`src/rtl/mem_access_unit.sv`:
```
// Load/store initiator between the MEM stage and a word-wide data memory.
// Lanes that the memory's low-lane write masks cannot reach are stored by read-modify-write.
module mem_access_unit #(
  parameter bit ALIGN_CHECK = 1'b1
) (
  input  logic        clk,
  input  logic        rst,
  input  logic        req,
  input  logic        is_store,
  input  logic [1:0]  size,
  input  logic        sext,
  input  logic [31:0] addr,
  input  logic [31:0] wdata,
  output logic        busy,
  output logic        done,
  output logic        err,
  output logic [31:0] rdata,
  output logic        mem_ce,
  output logic        mem_we,
  output logic        mem_rd,
  output logic [31:0] mem_addr,
  output logic [31:0] mem_wdata,
  output logic [3:0]  mem_wmask,
  output logic [3:0]  mem_rmask,
  input  logic [31:0] mem_rdata
);

  typedef enum logic [2:0] {
    S_IDLE, S_LOAD, S_WRITE, S_RMW_RD, S_RMW_WR, S_RESP
  } state_t;

  state_t      r_state;
  logic [1:0]  r_lat_size;
  logic        r_lat_sext;
  logic [31:0] r_lat_addr;
  logic [31:0] r_lat_wdata;
  logic        r_done;
  logic        r_err;
  logic [31:0] r_rdata;
  logic        r_mem_ce;
  logic        r_mem_we;
  logic        r_mem_rd;
  logic [31:0] r_mem_wdata;
  logic [3:0]  r_mem_wmask;
  logic [3:0]  r_mem_rmask;

  logic        w_in_byte;
  logic        w_in_half;
  logic        w_in_word;
  logic        w_misaligned;
  logic        w_in_rmw;
  logic [3:0]  w_in_wmask;
  logic [7:0]  w_lane_byte;
  logic [15:0] w_lane_half;
  logic [31:0] w_load_data;
  logic [31:0] w_merged;

  // Request decode works on the live inputs, since dispatch happens on the accepting edge.
  assign w_in_byte    = (size == 2'b00);
  assign w_in_half    = (size == 2'b01);
  assign w_in_word    = size[1];
  assign w_misaligned = ALIGN_CHECK &&
                        ((w_in_half && addr[0]) || (w_in_word && (addr[1:0] != 2'b00)));
  assign w_in_rmw     = (w_in_byte && (addr[1:0] != 2'b00)) || (w_in_half && addr[1]);
  assign w_in_wmask   = w_in_byte ? 4'b0001 : (w_in_half ? 4'b0011 : 4'b1111);

  always_comb begin
    w_lane_byte = mem_rdata[7:0];
    case (r_lat_addr[1:0])
      2'b01:   w_lane_byte = mem_rdata[15:8];
      2'b10:   w_lane_byte = mem_rdata[23:16];
      2'b11:   w_lane_byte = mem_rdata[31:24];
      default: w_lane_byte = mem_rdata[7:0];
    endcase
    w_lane_half = r_lat_addr[1] ? mem_rdata[31:16] : mem_rdata[15:0];

    if (r_lat_size == 2'b00)
      w_load_data = {{24{r_lat_sext & w_lane_byte[7]}}, w_lane_byte};
    else if (r_lat_size == 2'b01)
      w_load_data = {{16{r_lat_sext & w_lane_half[15]}}, w_lane_half};
    else
      w_load_data = mem_rdata;

    // Only byte at a nonzero offset or upper half ever reach the merge path.
    w_merged = mem_rdata;
    if (r_lat_size == 2'b00) begin
      case (r_lat_addr[1:0])
        2'b01:   w_merged[15:8]  = r_lat_wdata[7:0];
        2'b10:   w_merged[23:16] = r_lat_wdata[7:0];
        2'b11:   w_merged[31:24] = r_lat_wdata[7:0];
        default: w_merged[7:0]   = r_lat_wdata[7:0];
      endcase
    end else begin
      w_merged[31:16] = r_lat_wdata[15:0];
    end
  end

  always_ff @(posedge clk or posedge rst) begin
    if (rst) begin
      r_state     <= S_IDLE;
      r_lat_size  <= 2'b00;
      r_lat_sext  <= 1'b0;
      r_lat_addr  <= '0;
      r_lat_wdata <= '0;
      r_done      <= 1'b0;
      r_err       <= 1'b0;
      r_rdata     <= '0;
      r_mem_ce    <= 1'b0;
      r_mem_we    <= 1'b0;
      r_mem_rd    <= 1'b0;
      r_mem_wdata <= '0;
      r_mem_wmask <= 4'b0000;
      r_mem_rmask <= 4'b0000;
    end else begin
      // NOTE: these defaults make every strobe a one-cycle pulse; with non-blocking
      // assignment the later assignment in the case below overrides them.
      r_done      <= 1'b0;
      r_err       <= 1'b0;
      r_mem_ce    <= 1'b0;
      r_mem_we    <= 1'b0;
      r_mem_rd    <= 1'b0;
      r_mem_wdata <= '0;
      r_mem_wmask <= 4'b0000;
      r_mem_rmask <= 4'b0000;

      case (r_state)
        S_IDLE: begin
          if (req) begin
            r_lat_size  <= size;
            r_lat_sext  <= sext;
            r_lat_addr  <= addr;
            r_lat_wdata <= wdata;
            if (w_misaligned) begin
              r_state <= S_RESP;
              r_done  <= 1'b1;
              r_err   <= 1'b1;
            end else if (!is_store || w_in_rmw) begin
              r_state     <= is_store ? S_RMW_RD : S_LOAD;
              r_mem_ce    <= 1'b1;
              r_mem_rd    <= 1'b1;
              r_mem_rmask <= 4'b1111;
            end else begin
              r_state     <= S_WRITE;
              r_mem_ce    <= 1'b1;
              r_mem_we    <= 1'b1;
              r_mem_wmask <= w_in_wmask;
              r_mem_wdata <= wdata;
            end
          end
        end
        S_LOAD: begin
          r_rdata <= w_load_data;
          r_state <= S_RESP;
          r_done  <= 1'b1;
        end
        S_RMW_RD: begin
          r_state     <= S_RMW_WR;
          r_mem_ce    <= 1'b1;
          r_mem_we    <= 1'b1;
          r_mem_wmask <= 4'b1111;
          r_mem_wdata <= w_merged;
        end
        S_WRITE, S_RMW_WR: begin
          r_state <= S_RESP;
          r_done  <= 1'b1;
        end
        default: r_state <= S_IDLE;
      endcase
    end
  end

  assign busy      = (r_state != S_IDLE);
  assign done      = r_done;
  assign err       = r_err;
  assign rdata     = r_rdata;
  assign mem_ce    = r_mem_ce;
  assign mem_we    = r_mem_we;
  assign mem_rd    = r_mem_rd;
  assign mem_addr  = {r_lat_addr[31:2], 2'b00};
  assign mem_wdata = r_mem_wdata;
  assign mem_wmask = r_mem_wmask;
  assign mem_rmask = r_mem_rmask;

endmodule

```
`config.mk`:
```
export PLATFORM = sky130hd
export DESIGN_NAME = mem_access_unit
export DESIGN_NICKNAME = d
export VERILOG_FILES = /design/src/rtl/mem_access_unit.sv
export SDC_FILE = /design/constraint.sdc
export NUM_CORES = 1
export LEC_CHECK = 0
export CAP_MARGIN = 30
export CORE_MARGIN = 10
export CORE_UTILIZATION = 63
export CTS_CLUSTER_DIAMETER = 100
export DETAILED_ROUTE_END_ITERATION = 6
export DONT_BUFFER_PORTS = 1
export PLACE_DENSITY = 0.82
export SYNTH_ARGS = -nofsm -noshare
export SYNTH_HDL_FRONTEND = slang
export SYNTH_SLANG_ARGS = --single-unit
```
`constraint.sdc`:
```
create_clock -name clk -period 5.6 [get_ports clk]
set_input_delay 0.84 -clock clk [delete_from_list [all_inputs] [get_ports clk]]
set_output_delay 0.84 -clock clk [all_outputs]
set_load 0.05 [all_outputs]
```
==> impl_metrics.env, run 1 <==
export IMPL_io_pins=213
export IMPL_drv_slew=0
export IMPL_seqPwrFrac_pct=52.1
export IMPL_track_usage_pct=24.4
export IMPL_cp_required_ps=4760
export IMPL_crit_fanout=7
export IMPL_async_reset_ff_share_pct=100
export IMPL_path_depth=2
export IMPL_vias_per_cell=6.34
export IMPL_grt_start_max_net_pins=65
export IMPL_crit_slowest_cell="dfrtp_1"
export IMPL_grt_first_pass_wirelength_um=26700
export IMPL_synth_area_per_cell_um2=10.1
export IMPL_period_minus_slack_ps=2530
export IMPL_max_slew_worst_pin_slew_ps=995
export IMPL_place_inst=659
export IMPL_critPathBufInv=1
export IMPL_cts_root_buffer="clkbuf_8"
export IMPL_finalHoldViolations=0
export IMPL_cts_made_buffers=17
export IMPL_initial_utilization_pct=65.1
export IMPL_vias=4379
export IMPL_hpwl_um=12900
export IMPL_drc_errors=0
export IMPL_max_cap_viol_count=0
export IMPL_gp_congestion=0.910
export IMPL_syn_instance_count=600
export IMPL_portBuffers=0
export IMPL_fmax_mhz=396
export IMPL_place_ws_ps=3370
export IMPL_swShare_pct=49.4
export IMPL_status="completed"
export IMPL_synth_main_ff_cell="dfrtp_1"
export IMPL_diodes=0
export IMPL_final_util_pct=68.1
export IMPL_syn_to_final_growth_pct=4.64
export IMPL_chipWidth_um=118
export IMPL_htree_levels=4
export IMPL_arrival_ps=1690
export IMPL_p_sw_w=0.00215
export IMPL_post_drt_wl_per_cell_um=25.2
export IMPL_r2r_start="r_lat_size[1]$_DFFE_PP0P_"
export IMPL_hold_buffers=0
export IMPL_synth_seq_area_share_pct=51.8
export IMPL_slowest_delay_ps=470
export IMPL_dr_pass1_iters=5
export IMPL_power_share_combinational_pct=24.6
export IMPL_crit_chain="nor3_2, inv_1"
export IMPL_tritoncts="built"
export IMPL_reg2reg_slack_ps=3310
export IMPL_final_nets=652
export IMPL_power_density_nw_per_um2=688
export IMPL_crit_family="flip-flops"
export IMPL_syn_cell_area_um2=6040
export IMPL_hold_class="input port to asynchronous set/reset pin"
export IMPL_synth_warnings=0
export IMPL_rsz0062_at_grt="no"
export IMPL_grt_ovfl_total=0
export IMPL_finalSetupTns_ps=0
export IMPL_total_power_w=0.00435
export IMPL_post_cts_resized=0
export IMPL_p_leak_nw=3.09
export IMPL_grt_pass1_vias=4521
export IMPL_final_cells=691
export IMPL_postRouteWirelength_um=17400
export IMPL_worstSetupPathType="flip-flop to output pin"
export IMPL_clk_path_buf_depth=2
export IMPL_endpoint_kind="output pin"
export IMPL_p_int_w=0.00220
export IMPL_post_cts_repair_setup_buffers=0
export IMPL_setup_slack_ps=3070
export IMPL_vdd_drop_max_v=0.000411
export IMPL_startpoint_type="flip-flop"
export IMPL_clockPowerShare_pct=23.3
export IMPL_die_h_um=118
export IMPL_r2r_end="mem_wdata[15]$_DFF_PP0_"
export IMPL_setup_viol=0
export IMPL_worst_r2r_cell_count=4
export IMPL_slew_limit_headroom_pct=33.7
export IMPL_fin_skew_ps=7.45
export IMPL_min_period_over_period_pct=45.1
export IMPL_ant_nets=0
export IMPL_rows=35
export IMPL_cts_sinks=125
export IMPL_antenna_found_initial=0
export IMPL_drive_gt1_share_pct=15.7
export IMPL_clk_latency_ps=520
export IMPL_synth_cell_types=50
export IMPL_synth_edff_count=0
export IMPL_coreArea_um2=9280
export IMPL_clk_pin_slew_worst_paths_ps=60
export IMPL_die_area_um2=13900
export IMPL_yosys_register_bits=125
export IMPL_drt_initial_drc_count=397
[power groups by stage]
| stage | combinational [W] | clock [W] | sequential (W) |
|---|---|---|---|
| finish | 0.00107 | 0.00102 | 0.00226 |
| global route | 0.00119 | 0.00107 | 0.00230 |
| CTS | 0.00107 | 0.00103 | 0.00226 |
| detailed placement | 0.00106 | 0 | 0.00228 |
| global placement | 0.000984 | 0 | 0.00227 |
| floorplan | 0.00148 | 0 | 0.00175 |
[cell usage after synthesis (all sizes together) (2+ instances only)]
master   instances  area share [%]
nor2            26             1.9
buf             68             8.1
or2              3            0.31
nand3           33             3.6
and3             2            0.21
dfrtp          125              52
mux4             2            0.75
and3b            7             1.0
o22ai           17             2.6
o2bb2ai          8             1.2
o21ai           13             1.1
nor2b            4            0.41
nand2          172              11
and2             3            0.31
clkbuf           9            0.58
a21oi           19             1.6
a22o             8             1.2
inv              3            0.19
mux2i           32             5.3
nor3             9            0.83
nand2b           2            0.21
a221oi           8             1.6
a211oi           9             1.1
o221a            8             1.5
[final cells by class]
type                    count  area [µm²]
flip-flops and latches    125        3130
multi-input cells         396        2390
well taps                 129         161
clock buffers              17         414
clock inverters            15         139
fillers                   710        2960
inverters                   3        13.8
repair buffers              6        77.6
[how the worst max path moves through the flow]
stage / end / startpoint / slack [ps]
final: busy / r_state[2]$_DFFE_PP0P_ / 3070
after global routing: busy / r_state[2]$_DFFE_PP0P_ / 3040
after CTS: busy / r_state[2]$_DFFE_PP0P_ / 3080
after detailed placement: r_lat_addr[28]$_DFFE_PP0P_ / rst / 3370
after global placement: mem_wdata[26]$_DFF_PP0_ / r_state[2]$_DFFE_PP0P_ / 3280
after floorplan: done$_DFF_PP0_ / rst / 1430
[layer usage]
metal  wire [µm]  up-vias  global-route usage, %
met1        6050     2118                   26.7
met2        8700      294                   40.8
met4         515        0                   9.27
met3        2150       47                   10.6
met5           0        -                      0
li1            -     1920                      -
[per-stage QoR]
stage	area [µm²]	hold slack [ps]
2_1_floorplan	6050	447
3_3_place_gp	5720	459
3_5_place_dp	5770	464
4_1_cts	6320	346
5_1_grt	6320	382
6_report	6320	328
[sequential cells by signal, indices dropped and copies added (netlist names), 2 cells and up]
name	cells
rdata	32
r_lat_size	2
mem_wdata	32
r_lat_addr	32
r_state	3
r_lat_wdata	16
mem_wmask	3
[placed cells by master, fill, tap and decap left out, types with 7 or more instances in the layout]
master / Yosys / layout
a211oi_1: 9 / 9
a21oi_1: 19 / 19
a22o_1: 8 / 8
and3b_1: 7 / 7
clkbuf_16: 0 / 16
dfrtp_1: 125 / 124
mux2i_1: 32 / 32
nand2_1: 171 / 170
nand3_1: 22 / 22
nand3_2: 11 / 11
nor2_1: 23 / 23
nor3_1: 8 / 8
o21ai_1: 9 / 9
o221a_2: 8 / 8
o22ai_1: 9 / 9
o22ai_2: 8 / 8
o2bb2ai_1: 8 / 8
[logic make-up (layout without fill, tap and decap cells)]
group	Yosys count	in the layout	share of synthesized area, %
AO/OA/AOI/OAI	95	95	12.5
other	1	2	0.0621
flip-flops	125	125	51.8
buffers and inverters	80	41	8.84
multiplexers	34	34	6.05
AND/OR/NAND/NOR	265	265	20.8
(Power assumes the default switching activity.)
==> inputs of run 2 (changes only) <==
==> constraint.sdc (replaced) <==
create_clock -name clk -period 2.6 [get_ports clk]
set_input_delay 0.39 -clock clk [delete_from_list [all_inputs] [get_ports clk]]
set_output_delay 0.39 -clock clk [all_outputs]
set_load 0.05 [all_outputs]
==> impl_metrics.env, run 2 (synthesized netlist as in run 1, its figures left out) <==
export IMPL_hpwl_um=12800
export IMPL_tritoncts="built"
export IMPL_vdd_drop_max_v=0.000646
export IMPL_status="completed"
export IMPL_coreArea_um2=9280
export IMPL_die_h_um=118
export IMPL_layout_commonest_cell="nand2_1"
export IMPL_finalSetupTns_ps=0
export IMPL_rows=35
export IMPL_drive_gt1_share_pct=15.0
export IMPL_drt_initial_drc_count=372
export IMPL_die_area_um2=13900
export IMPL_period_minus_slack_ps=2070
export IMPL_power_density_nw_per_um2=1380
export IMPL_final_util_pct=73.6
export IMPL_ant_nets=0
export IMPL_track_usage_pct=25.3
export IMPL_crit_fanout=29
export IMPL_clk_latency_ps=520
export IMPL_fin_skew_ps=7.11
export IMPL_cts_made_buffers=17
export IMPL_postRouteWirelength_um=18200
export IMPL_p_leak_nw=3.30
export IMPL_cts_sinks=125
export IMPL_final_nets=705
export IMPL_initial_utilization_pct=65.1
export IMPL_finish_instance_area_um2=6830
export IMPL_grt_pass1_vias=4714
export IMPL_syn_to_final_growth_pct=13.1
export IMPL_rsz0062_at_grt="no"
export IMPL_vias=4617
export IMPL_vias_per_cell=6.21
export IMPL_slew_limit_headroom_pct=39.9
export IMPL_max_cap_viol_count=0
export IMPL_placedInstanceArea_um2=5800
export IMPL_chipWidth_um=118
export IMPL_io_pins=213
export IMPL_arrival_ps=2520
export IMPL_htree_levels=4
export IMPL_grt_ovfl_total=0
export IMPL_endpoint_kind="flip-flop"
export IMPL_min_period_over_period_pct=79.5
export IMPL_cts_root_buffer="clkbuf_8"
export IMPL_hold_class="input port to flip-flop"
export IMPL_max_slew_worst_pin_slew_ps=902
export IMPL_finalHoldViolations=0
export IMPL_antenna_found_initial=1
export IMPL_place_inst=664
export IMPL_worstSetupPathType="flip-flop to flip-flop"
export IMPL_drc_errors=0
export IMPL_grt_start_max_net_pins=57
export IMPL_drv_slew=0
export IMPL_setup_viol=0
export IMPL_fmax_mhz=484
export IMPL_cp_required_ps=3060
export IMPL_final_cell_mix="nand2_1 (170), dfrtp_1 (124), dlygate4sd3_1 (48)"
export IMPL_grt_first_pass_wirelength_um=27800
export IMPL_final_cells=744
export IMPL_fillers=636
export IMPL_portBuffers=0
export IMPL_clk_path_buf_depth=2
export IMPL_dr_pass1_iters=6
export IMPL_post_drt_wl_per_cell_um=24.4
export IMPL_reg2reg_slack_ps=530
export IMPL_startpoint_type="flip-flop"
export IMPL_gp_congestion=0.898
export IMPL_clk_pin_slew_worst_paths_ps=60
## run 2: cell count changes in the layout (fill, tap and decap cells not counted), sizes merged
cell / change
buf: +5
clkbuf: +3
clkinv: +1
clkinvlp: +1
diode: +1
dlygate4sd3: +48
inv: -6
## run 2: cell type report
cell class              instances  area [µm²]  share of cell area, %
repair buffers                 59         588                   8.60
multi-input cells             396        2390                   35.0
flip-flops and latches        125        3130                   45.8
clock buffers                  20         455                   6.66
diodes                          1        2.50                 0.0366
clock inverters                11        93.8                   1.37
inverters                       3        15.0                  0.220
well taps                     129         161                   2.36
## run 2: metal layers
metal | track usage (%) | vias to the layer above | wire length (µm)
met5 | 0 | - | 0
met4 | 8.81 | 0 | 411
met3 | 11.9 | 36 | 2030
met2 | 42.0 | 255 | 9120
met1 | 27.7 | 2300 | 6590
li1 | - | 2026 | -
## run 2: per-stage QoR
step / worst slack [ps] / hold WS (ps) / power (W)
floorplan: 671 / 447 / 0.00697
global placement: 639 / 366 / 0.00710
detailed placement: 565 / 373 / 0.00721
CTS: 537 / 0.321 / 0.00944
global route: 396 / 6.58 / 0.00991
finish: 533 / 14.0 / 0.00945
## run 2: repair_timing
action | CTS | global route
endpoints found under the setup margin | 0 | 0
resized for setup | 0 | 0
endpoints found under the hold margin | 71 | 4
buffers inserted | 0 | 0
hold buffers | 44 | 4
## run 2: path summary, 6_finish.rpt
path / endpoint / cells after the start / startpoint
worst max-delay path: r_lat_addr[16]$_DFFE_PP0P_ / 5 / r_state[2]$_DFFE_PP0P_
worst min-delay path: r_lat_wdata[11]$_DFFE_PP0P_ / 2 / wdata[11]
worst max register to register: r_lat_addr[16]$_DFFE_PP0P_ / 5 / r_state[2]$_DFFE_PP0P_
worst min register to register: r_lat_wdata[14]$_DFFE_PP0P_ / 2 / r_lat_wdata[14]$_DFFE_PP0P_
max in group asynchronous: mem_wdata[10]$_DFF_PP0_ / 3 / rst
min in group asynchronous: done$_DFF_PP0_ / 2 / rst
## run 2: power breakdown
part / total, W / switching (W) / internal [W]
registers: 0.00482 / 0.00228 / 0.00254
logic: 0.00246 / 0.00147 / 0.000993
clock network: 0.00218 / 0.000848 / 0.00133
## run 2: worst max-delay path, stage by stage, from the launching register on
cell	delay (ps)
dfrtp_1	460
nor3_2	350
and2_2	610
buf_4	380
nand2_1	110
nand2_1	70
==> inputs of run 3 (changes only) <==
==> constraint.sdc (replaced) <==
create_clock -name clk -period 1.95 [get_ports clk]
set_input_delay 0.2925 -clock clk [delete_from_list [all_inputs] [get_ports clk]]
set_output_delay 0.2925 -clock clk [all_outputs]
set_load 0.05 [all_outputs]
==> impl_metrics.env, run 3 (synthesized netlist as in run 1, its figures left out) <==
export IMPL_grt_ovfl_total=0
export IMPL_drc_errors=0
export IMPL_portBuffers=0
export IMPL_worstSetupPathType="flip-flop to flip-flop"
export IMPL_gp_congestion=0.913
export IMPL_seqPwrFrac_pct=48.4
export IMPL_r2r_start="r_lat_addr[0]$_DFFE_PP0P_"
export IMPL_p_sw_w=0.00631
export IMPL_crit_slowest_cell="dfrtp_1"
export IMPL_dr_pass1_iters=5
export IMPL_power_share_combinational_pct=27.2
export IMPL_max_slew_worst_pin_slew_ps=606
export IMPL_clk_pin_slew_worst_paths_ps=60
export IMPL_post_drt_wl_per_cell_um=24.3
export IMPL_tritoncts="built"
export IMPL_initial_utilization_pct=65.1
export IMPL_max_cap_viol_count=0
export IMPL_coreArea_um2=9280
export IMPL_crit_chain="nand2_2, mux2i_1, a21oi_1, a22o_1"
export IMPL_drv_slew=0
export IMPL_min_period_over_period_pct=92.7
export IMPL_htree_levels=4
export IMPL_vias=5042
export IMPL_fin_skew_ps=10.4
export IMPL_cts_root_buffer="clkbuf_8"
export IMPL_post_cts_repair_setup_buffers=0
export IMPL_vias_per_cell=6.22
export IMPL_syn_to_final_growth_pct=24.9
export IMPL_cp_startpoint="r_lat_addr[0]$_DFFE_PP0P_"
export IMPL_rsz0062_at_grt="no"
export IMPL_vdd_drop_max_v=0.00106
export IMPL_track_usage_pct=27.9
export IMPL_p_leak_nw=3.62
export IMPL_holdPathEnd="rdata[11]$_DFFE_PP0P_"
export IMPL_setup_viol=0
export IMPL_final_cells=810
export IMPL_clockPowerShare_pct=24.4
export IMPL_slew_limit_headroom_pct=59.5
export IMPL_rows=35
export IMPL_final_nets=770
export IMPL_hpwl_um=13000
export IMPL_cp_required_ps=2350
export IMPL_period_minus_slack_ps=1810
export IMPL_worstHoldStart="mem_rdata[27]"
export IMPL_slowest_delay_ps=700
export IMPL_chipWidth_um=118
export IMPL_fmax_mhz=553
export IMPL_p_int_w=0.00698
export IMPL_postRouteWirelength_um=19700
export IMPL_hold_class="input port to flip-flop"
export IMPL_startpoint_type="flip-flop"
export IMPL_ant_nets=0
export IMPL_grt_start_max_net_pins=52
export IMPL_finalSetupTns_ps=0
export IMPL_die_area_um2=13900
export IMPL_place_inst=677
export IMPL_io_pins=213
export IMPL_power_density_nw_per_um2=1760
export IMPL_antenna_found_initial=2
export IMPL_crit_fanout=16
export IMPL_worst_r2r_cell_count=4
export IMPL_reg2reg_slack_ps=140
export IMPL_final_cell_mix="nand2_1 (170), dfrtp_1 (124), dlygate4sd3_1 (100)"
export IMPL_clk_latency_ps=510
export IMPL_drive_gt1_share_pct=15.9
export IMPL_r2r_end="mem_wdata[28]$_DFF_PP0_"
export IMPL_swShare_pct=47.5
export IMPL_arrival_ps=2210
export IMPL_cts_sinks=125
export IMPL_status="completed"
export IMPL_layout_commonest_cell="nand2_1"
export IMPL_critPathBufInv=0
export IMPL_crit_family="flip-flops"
export IMPL_die_h_um=118
export IMPL_grt_first_pass_wirelength_um=30800
export IMPL_grt_pass1_vias=5198
export IMPL_drt_initial_drc_count=606
export IMPL_cts_made_buffers=17
export IMPL_endpoint_kind="flip-flop"
export IMPL_finalHoldViolations=0
export IMPL_whs_path_depth=2
export IMPL_clk_path_buf_depth=2
-- run 3: cell types whose count changed in the layout (fill, tap and decap cells not counted), sizes merged --
cell	previous run	this run
buf	11	24
clkinvlp	5	3
clkinv	6	5
bufinv	1	3
clkbuf	20	21
diode	1	2
dlygate4sd3	48	100
-- run 3: what timing repair did --
item                                   in CTS  in global routing
endpoints found under the hold margin     131                  1
setup endpoints to repair                   1                  9
hold buffers                               99                  1
gates resized for setup                     1                  3
-- run 3: worst max-delay path by stage --
stage,endpoint,cells after the start
after floorplan,done$_DFF_PP0_,1
after global placement,rdata[0]$_DFFE_PP0P_,4
after detailed placement,rdata[1]$_DFFE_PP0P_,4
after CTS,busy,2
after global routing,rdata[1]$_DFFE_PP0P_,4
final,mem_wdata[28]$_DFF_PP0_,4
-- run 3: worst reg2reg max path: stages, from the launching register on --
cell	delay, ps
dfrtp_1	700
nand2_2	320
mux2i_1	340
a21oi_1	140
a22o_1	190
-- run 3: area by class of cell --
class | instances | area, µm²
Sequential cell | 125 | 3130
Fill cell | 534 | 1730
Multi-Input combinational cell | 396 | 2400
Clock buffer | 21 | 469
Tap cell | 129 | 161
Timing Repair Buffer | 124 | 1230
Inverter | 3 | 15.0
Clock inverter | 10 | 138
Antenna cell | 2 | 5.00
-- run 3: metal layers --
layer / share of wire, % / global-route usage (%)
met5: 0 / 0
met4: 4.5 / 12.9
met3: 12 / 11.3
met2: 49 / 45.9
met1: 35 / 30.8
-- run 3: stage by stage --
| stage | power (W) | instance area, µm² | utilization (%) | setup WS (ps) | hold slack, ps |
|---|---|---|---|---|---|
| 6_report | 0.0133 | 7550 | 81.3 | 142 | 17.3 |
| 5_1_grt | 0.0138 | 7550 | 81.3 | 54.4 | 1.58 |
| 3_3_place_gp | 0.00957 | 5920 | 63.8 | 190 | 189 |
| 4_1_cts | 0.0131 | 7520 | 81.0 | 69.6 | 0.569 |
| 3_5_place_dp | 0.00974 | 5920 | 63.8 | 134 | 200 |
| 2_1_floorplan | 0.00929 | 6050 | - | 118 | 398 |
-- run 3: power groups by stage --
stage,sequential [W],clock [W],combinational [W]
6_report,0.00643,0.00324,0.00362
2_1_floorplan,0.00503,0,0.00426
3_5_place_dp,0.00643,0,0.00330
4_1_cts,0.00639,0.00323,0.00349
3_3_place_gp,0.00640,0,0.00317
5_1_grt,0.00652,0.00337,0.00394
